`config.mk`:
```
export PLATFORM = sky130hd
export DESIGN_NAME = mrd_completion_tracker
export DESIGN_NICKNAME = d
export VERILOG_FILES = /design/src/rtl/mrd_completion_tracker.sv
export SDC_FILE = /design/constraint.sdc
export NUM_CORES = 1
export LEC_CHECK = 0
export CORE_UTILIZATION = 60
export DETAILED_ROUTE_END_ITERATION = 8
export DONT_BUFFER_PORTS = 1
export PLACE_DENSITY = 0.85
export REMOVE_ABC_BUFFERS = 1
export SLEW_MARGIN = 15
export SYNTH_ARGS = -nofsm -noshare
export SYNTH_HDL_FRONTEND = slang
export SYNTH_SLANG_ARGS = --single-unit
```
`constraint.sdc`:
```
create_clock -name clk -period 10.7 [get_ports clk]
set_clock_uncertainty 0.1 [all_clocks]
set_input_delay 2.14 -clock clk [delete_from_list [all_inputs] [get_ports clk]]
set_output_delay 2.14 -clock clk [all_outputs]
set_load 0.01 [all_outputs]
```
`src/rtl/mrd_completion_tracker.sv`:
```
// Requester-side MRd tag tracker: allocates tags, builds 3DW MRd headers, matches
// returning completions by requester ID/tag and retires tags on completion, error or timeout.
module mrd_completion_tracker #(
  parameter int          TAG_COUNT      = 8,
  parameter int          TAG_W          = 3,
  parameter int          TIMEOUT_CYCLES = 1024,
  parameter logic [15:0] REQUESTER_ID   = 16'h0100
) (
  input  logic             clk,
  input  logic             rst,
  input  logic             req_valid,
  output logic             req_ready,
  input  logic [29:0]      req_addr,
  input  logic [9:0]       req_length,
  output logic [TAG_W-1:0] req_tag,
  output logic             hdr_valid,
  input  logic             hdr_ready,
  output logic [95:0]      hdr_out,
  input  logic             cpl_valid,
  input  logic [95:0]      cpl_header,
  output logic             cpl_ready,
  output logic             done_valid,
  output logic [TAG_W-1:0] done_tag,
  output logic [1:0]       done_status,
  output logic [TAG_W:0]   outstanding,
  output logic [7:0]       unexpected_cnt
);

  localparam int TMR_W = (TIMEOUT_CYCLES > 1) ? $clog2(TIMEOUT_CYCLES) : 1;
  localparam logic [TMR_W-1:0] TMR_MAX = TMR_W'(TIMEOUT_CYCLES - 1);

  function automatic logic [12:0] dw_bytes(input logic [9:0] len);
    return (len == 10'd0) ? 13'd4096 : {1'b0, len, 2'b00};
  endfunction

  logic [TAG_COUNT-1:0] busy_r;
  logic [12:0]          remaining_r [TAG_COUNT];
  logic [TMR_W-1:0]     timer_r     [TAG_COUNT];
  logic                 hdr_valid_r;
  logic [95:0]          hdr_out_r;
  logic                 done_valid_r;
  logic [TAG_W-1:0]     done_tag_r;
  logic [1:0]           done_status_r;
  logic [7:0]           unexpected_r;

  logic [TAG_W-1:0] free_tag_s, to_tag_s, cpl_idx_s, retire_tag_s;
  logic             to_any_s, accept_s, cpl_hit_s, cpl_retire_s, partial_s, retire_any_s;
  logic [1:0]       cpl_status_s, retire_status_s;
  logic [TAG_W:0]   outstanding_s;
  logic [12:0]      cpl_bytes_s, cpl_len_bytes_s, cpl_rem_s;
  logic [95:0]      mrd_hdr_s;
  logic [3:0]       last_be_s;
  logic             fmt_ok_s;

  // Lowest free tag, lowest timed-out tag and busy popcount.
  always_comb begin
    free_tag_s    = '0;
    to_tag_s      = '0;
    to_any_s      = 1'b0;
    outstanding_s = '0;
    for (int i = TAG_COUNT - 1; i >= 0; i--) begin
      free_tag_s    = busy_r[i] ? free_tag_s : TAG_W'(i);
      to_tag_s      = (busy_r[i] && (timer_r[i] == TMR_MAX)) ? TAG_W'(i) : to_tag_s;
      to_any_s      = to_any_s | (busy_r[i] && (timer_r[i] == TMR_MAX));
      outstanding_s = outstanding_s + (TAG_W+1)'(busy_r[i]);
    end
  end

  assign req_ready = (~&busy_r) && (!hdr_valid_r || hdr_ready);
  assign req_tag   = free_tag_s;
  assign accept_s  = req_valid && req_ready;
  assign last_be_s = (req_length == 10'd1) ? 4'h0 : 4'hF;
  assign mrd_hdr_s = {req_addr, 2'b00, REQUESTER_ID, 8'(free_tag_s), last_be_s, 4'hF,
                      3'b000, 5'b00000, 14'd0, req_length};

  assign cpl_idx_s       = cpl_header[72 +: TAG_W];
  assign fmt_ok_s        = (cpl_header[31:29] == 3'b000) || (cpl_header[31:29] == 3'b010);
  assign cpl_hit_s       = cpl_valid && fmt_ok_s && (cpl_header[28:24] == 5'b01010) &&
                           (cpl_header[95:80] == REQUESTER_ID) &&
                           (cpl_header[79:72] < 8'(TAG_COUNT)) && busy_r[cpl_idx_s];
  assign cpl_bytes_s     = (cpl_header[43:32] == 12'd0) ? 13'd4096 : {1'b0, cpl_header[43:32]};
  assign cpl_len_bytes_s = dw_bytes(cpl_header[9:0]);
  assign cpl_rem_s       = remaining_r[cpl_idx_s];

  // Completion outcome and retirement arbitration; a completion beats any timeout.
  always_comb begin
    cpl_retire_s = 1'b0;
    cpl_status_s = 2'b00;
    partial_s    = 1'b0;
    if (!cpl_hit_s) begin
      cpl_retire_s = 1'b0;
    end else if (cpl_header[47:45] != 3'b000) begin
      cpl_retire_s = 1'b1;
      cpl_status_s = 2'b01;
    end else if (cpl_bytes_s != cpl_rem_s) begin
      cpl_retire_s = 1'b1;
      cpl_status_s = 2'b11;
    end else if (cpl_bytes_s <= cpl_len_bytes_s) begin
      cpl_retire_s = 1'b1;
      cpl_status_s = 2'b00;
    end else begin
      partial_s = 1'b1;
    end
    retire_any_s    = cpl_retire_s | to_any_s;
    retire_tag_s    = cpl_retire_s ? cpl_idx_s : to_tag_s;
    retire_status_s = cpl_retire_s ? cpl_status_s : 2'b10;
  end

  // Header channel, done pulse and dropped-completion counter.
  always_ff @(posedge clk or posedge rst) begin
    if (rst) begin
      hdr_valid_r   <= 1'b0;
      hdr_out_r     <= 96'd0;
      done_valid_r  <= 1'b0;
      done_tag_r    <= '0;
      done_status_r <= 2'b00;
      unexpected_r  <= 8'd0;
    end else begin
      if (accept_s) begin
        hdr_valid_r <= 1'b1;
        hdr_out_r   <= mrd_hdr_s;
      end else if (hdr_ready) begin
        hdr_valid_r <= 1'b0;
      end
      done_valid_r <= retire_any_s;
      if (retire_any_s) begin
        done_tag_r    <= retire_tag_s;
        done_status_r <= retire_status_s;
      end
      if (cpl_valid && !cpl_hit_s && (unexpected_r != 8'hFF)) begin
        unexpected_r <= unexpected_r + 8'd1;
      end
    end
  end

  // Per-tag busy flag, remaining byte count and age timer.
  always_ff @(posedge clk or posedge rst) begin
    if (rst) begin
      busy_r <= '0;
      for (int i = 0; i < TAG_COUNT; i++) begin
        remaining_r[i] <= 13'd0;
        timer_r[i]     <= '0;
      end
    end else begin
      for (int i = 0; i < TAG_COUNT; i++) begin
        if (accept_s && (free_tag_s == TAG_W'(i))) begin
          busy_r[i]      <= 1'b1;
          remaining_r[i] <= dw_bytes(req_length);
          timer_r[i]     <= '0;
        end else begin
          if (retire_any_s && (retire_tag_s == TAG_W'(i))) begin
            busy_r[i] <= 1'b0;
          end
          if (partial_s && (cpl_idx_s == TAG_W'(i))) begin
            remaining_r[i] <= cpl_bytes_s - cpl_len_bytes_s;
          end
          if (busy_r[i] && (timer_r[i] != TMR_MAX)) begin
            timer_r[i] <= timer_r[i] + TMR_W'(1);
          end
        end
      end
    end
  end

  assign hdr_valid      = hdr_valid_r;
  assign hdr_out        = hdr_out_r;
  assign cpl_ready      = 1'b1;
  assign done_valid     = done_valid_r;
  assign done_tag       = done_tag_r;
  assign done_status    = done_status_r;
  assign outstanding    = outstanding_s;
  assign unexpected_cnt = unexpected_r;

endmodule

```
==> reports/qor.csv <==
stage,metric,value,unit
logic_synthesis,synth_top_flop_cell,dfrtp_1,
cells_and_area,seqCellArea,0.00631,mm^2
cells_and_area,layout.nets,1577,
placed_design,io_buffers,0,
logic_synthesis,synthCells,1462,
timing,fin_ws,4.51,ns
clocking,post_cts_buffers,0,
timing,fin_setup_tns,0,ns
routing,drt-total-wl,37100,um
min_path,min-delay-path-class,reg -> reg,
floorplan,core-area,0.0228,mm^2
placed_design,dp_hpwl,24100,um
cells_and_area,drive_gt1_frac,0.102,
global_route,grt_overflow_total,0,
floorplan,pin_count,261,
power_and_ir_drop,ir_drop,0.000242,V
clocking,path_clk_slew,0.06,ns
floorplan,fp-row-count,55,
logic_synthesis,yosys.cell_types.count,65,
clocking,clk_latency,0.55,ns
cells_and_area,diodes,0,
worst_setup_path,endpoint_kind,register,
routing,wl_per_cell,21.3,um
global_route,grt_usage,0.311,
timing,finalSetupViolCount,0,
floorplan,die_area,0.0240,mm^2
floorplan,die_y,155,um
clocking,hold_buffers,0,
global_route,grt_pass1_vias,11200,
timing,fin_crit,6.19,ns
timing,slew_violations,0,
clocking,cts_made_buffers,27,
min_path,whs_endpoint,remaining_r[52],
worst_setup_path,critPathArrivalTime,6.52,ns
logic_synthesis,seq_area_frac_synth,0.450,
worst_setup_path,critPathRequiredTime,11.02,ns
worst_setup_path,r2r_end,remaining_r[97],
job,drv_cap,0,
logic_synthesis,async_flop_share,1.00,
power_and_ir_drop,p_leak,6.63,nW
clocking,cts_tree,yes,
timing,worstMarginPinSlew,1.21,ns
cells_and_area,fillCellCount,1758,
global_route,grt_pass1_wl,58400,um
logic_synthesis,syn_area_per_cell,9.58,um^2
cells_and_area,multi_input_area,0.00696,mm^2
worst_setup_path,crit_slowest_cell,nor4_4,
min_path,whs_path_depth,1,
worst_setup_path,start_kind,input pin,
global_route,grt_max_degree,123,
clocking,h-tree-depth,1,
timing,fmax,161,MHz
floorplan,start_util,0.615,
placed_design,dpl.cell_count,1691,
routing,drc_errors,0,
worst_setup_path,r2r_cells,8,
routing,vias,11400,
worst_setup_path,max_stage_delay,0.94,ns
cells_and_area,fin_cells,1741,
power_and_ir_drop,powerDensity,292,mW/mm^2
timing,max_slew_margin,0.194,
routing,routed_via_density,6.53,
logic_synthesis,yosys_register_bits,252,
clocking,cts-root-buf,clkbuf_16,
timing,rsz0062_at_grt,false,
logic_synthesis,syn_area,0.0140,mm^2
logic_synthesis,ys_warn_count,0,
routing,firstDrtPassIters,5,
min_path,min_from,remaining_r[52],
cells_and_area,synthToLayoutAreaGrowth,6.76,%
worst_setup_path,cp_max_fo,24,
clocking,cts-resized-gates,0,
outcome,status,completed,
logic_synthesis,synth_edf_count,0,
worst_setup_path,r2r_start,remaining_r[44],
clocking,clk_path_buf_depth,3,
global_route,antenna_found_initial,0,
routing,drtIter0Drc,1408,
placed_design,pre_cts_ws,4.29,ns
worst_setup_path,crit_chain,nand2b_1 > o221ai_1 > a21oi_1 > xnor2_1 > or4_1 > nor4_4 > a31oi_2 > mux2_1,
worst_setup_path,crit_type,in -> reg,
timing,hold_viol_final,0,
floorplan,die_w,155,um
worst_setup_path,rrSetupSlack,6.18,ns
clocking,clock-sinks,252,
timing,period_share,0.579,
routing,route.antenna.remaining_nets,0,
placed_design,gp_congestion,0.941,
-- flip-flops by register name, indices dropped and copies added (netlist names) --
signal	count
remaining_r	104
timer_r	80
hdr_out	45
busy_r	8
unexpected_cnt	8
done_tag	3
done_status	2
done_valid	1
hdr_valid	1
-- kinds of logic after synthesis --
logic type      count (synthesis)  synth area share
mux                           112            0.0914
simple gates                  555             0.197
other cells                     2          0.000536
flops                         252             0.450
compound gates                232             0.112
xor+xnor                       79            0.0494
fa+ha+maj                      29            0.0286
buf+inv                       201            0.0710
-- synthesized netlist by cell type, drive strengths merged (3+ instances only) --
| cell type | n | area (um^2) |
|---|---|---|
| or2 | 6 | 37.5 |
| nand2 | 83 | 312 |
| or4 | 3 | 22.5 |
| nand3 | 49 | 245 |
| inv | 58 | 218 |
| o22ai | 10 | 62.6 |
| xnor2 | 34 | 298 |
| a21o | 9 | 67.6 |
| o211ai | 3 | 22.5 |
| nor2b | 10 | 62.6 |
| and4 | 10 | 87.6 |
| nor3b | 5 | 37.5 |
| or3 | 26 | 163 |
| xor2 | 45 | 394 |
| nor2 | 187 | 702 |
| a221oi | 18 | 158 |
| dfrtp | 252 | 6310 |
| mux2i | 38 | 380 |
| nand4 | 35 | 219 |
| a211o | 7 | 61.3 |
| o31ai | 8 | 60.1 |
| nand2b | 9 | 56.3 |
| fa | 5 | 100 |
| and2 | 26 | 163 |
| clkbuf | 61 | 229 |
| ha | 24 | 300 |
| mux2 | 68 | 766 |
| mux4 | 6 | 135 |
| nor3 | 66 | 330 |
| a21oi | 45 | 225 |
| buf | 82 | 548 |
| o21ai | 51 | 255 |
| o2bb2ai | 3 | 26.3 |
| o21a | 4 | 30.0 |
| a211oi | 44 | 330 |
| nor4 | 19 | 165 |
| nor4b | 3 | 26.3 |
| a31oi | 10 | 62.6 |
| and3 | 13 | 81.3 |
-- layer usage --
| layer | wire length, um | up-vias | GRT usage |
|---|---|---|---|
| li1 | - | 4941 | - |
| met1 | 13800 | 5551 | 0.398 |
| met2 | 17500 | 711 | 0.500 |
| met3 | 3810 | 171 | 0.0647 |
| met4 | 1920 | 0 | 0.160 |
| met5 | 0 | - | 0 |
-- final cells by class --
type / instances / share of cell area
Clock buffer: 36 / 0.0514
Clock inverter: 14 / 0.0125
Inverter: 58 / 0.0151
Multi-Input combinational cell: 1052 / 0.465
Sequential cell: 252 / 0.422
Tap cell: 313 / 0.0262
Timing Repair Buffer: 16 / 0.00803
-- cells in the final DEF, fill, tap and decap left out, types with 8 or more instances in the layout --
| master | instances |
|---|---|
| nor3_1 | 65 |
| conb_1 | 45 |
| nor2_1 | 186 |
| mux2_1 | 13 |
| mux2i_1 | 38 |
| and4_1 | 10 |
| a221oi_1 | 18 |
| o31ai_1 | 8 |
| dfrtp_1 | 252 |
| a21oi_1 | 45 |
| nor4_1 | 13 |
| a211oi_1 | 44 |
| and2_1 | 26 |
| nand2b_1 | 9 |
| mux2_2 | 55 |
| nand2_1 | 83 |
| nand4_1 | 35 |
| a31oi_1 | 8 |
| a21o_1 | 9 |
| o21ai_0 | 49 |
| clkbuf_16 | 27 |
| nand3_1 | 49 |
| or3_1 | 26 |
| nor2b_1 | 10 |
| buf_4 | 16 |
| and3_1 | 13 |
| xor2_1 | 45 |
| o22ai_1 | 10 |
| inv_1 | 57 |
| xnor2_1 | 34 |
| ha_1 | 24 |
-- worst max-delay path: cells and delay by family --
| family | cells | cell delay (ns) |
|---|---|---|
| and+or+nand+nor | 3 | 2.35 |
| AOI/OAI and AO/OA | 3 | 1.36 |
| muxes | 1 | 0.52 |
| xor gates and xnor gates | 1 | 0.11 |
-- report_power, final --
group / internal (W) / switching (W)
clock network: 0.000604 / 0.000394
logic: 0.000667 / 0.000926
registers: 0.00137 / 0.000399
total: 0.00264 / 0.00172
-- per-stage QoR --
step | hold slack (ns) | utilization | area, um^2 | power (W)
2_1_floorplan | 0.344 | - | 13400 | 0.00288
3_3_place_gp | 0.363 | 0.614 | 14000 | 0.00322
3_5_place_dp | 0.367 | 0.614 | 14000 | 0.00333
4_1_cts | 0.383 | 0.656 | 14900 | 0.00435
5_1_grt | 0.397 | 0.657 | 15000 | 0.00463
6_report | 0.377 | 0.657 | 15000 | 0.00436
-- how the worst max path moves through the flow --
stage	from	to	slack [ns]
finish	cpl_header[74]	remaining_r[97]	4.51
global route	cpl_header[74]	remaining_r[97]	4.48
floorplan	rst	busy_r[0]	1.53
global placement	cpl_header[74]	remaining_r[97]	4.39
detailed placement	cpl_header[74]	remaining_r[97]	4.29
CTS	cpl_header[74]	remaining_r[97]	4.85
Note: power is estimated with default switching activity, not from simulation.
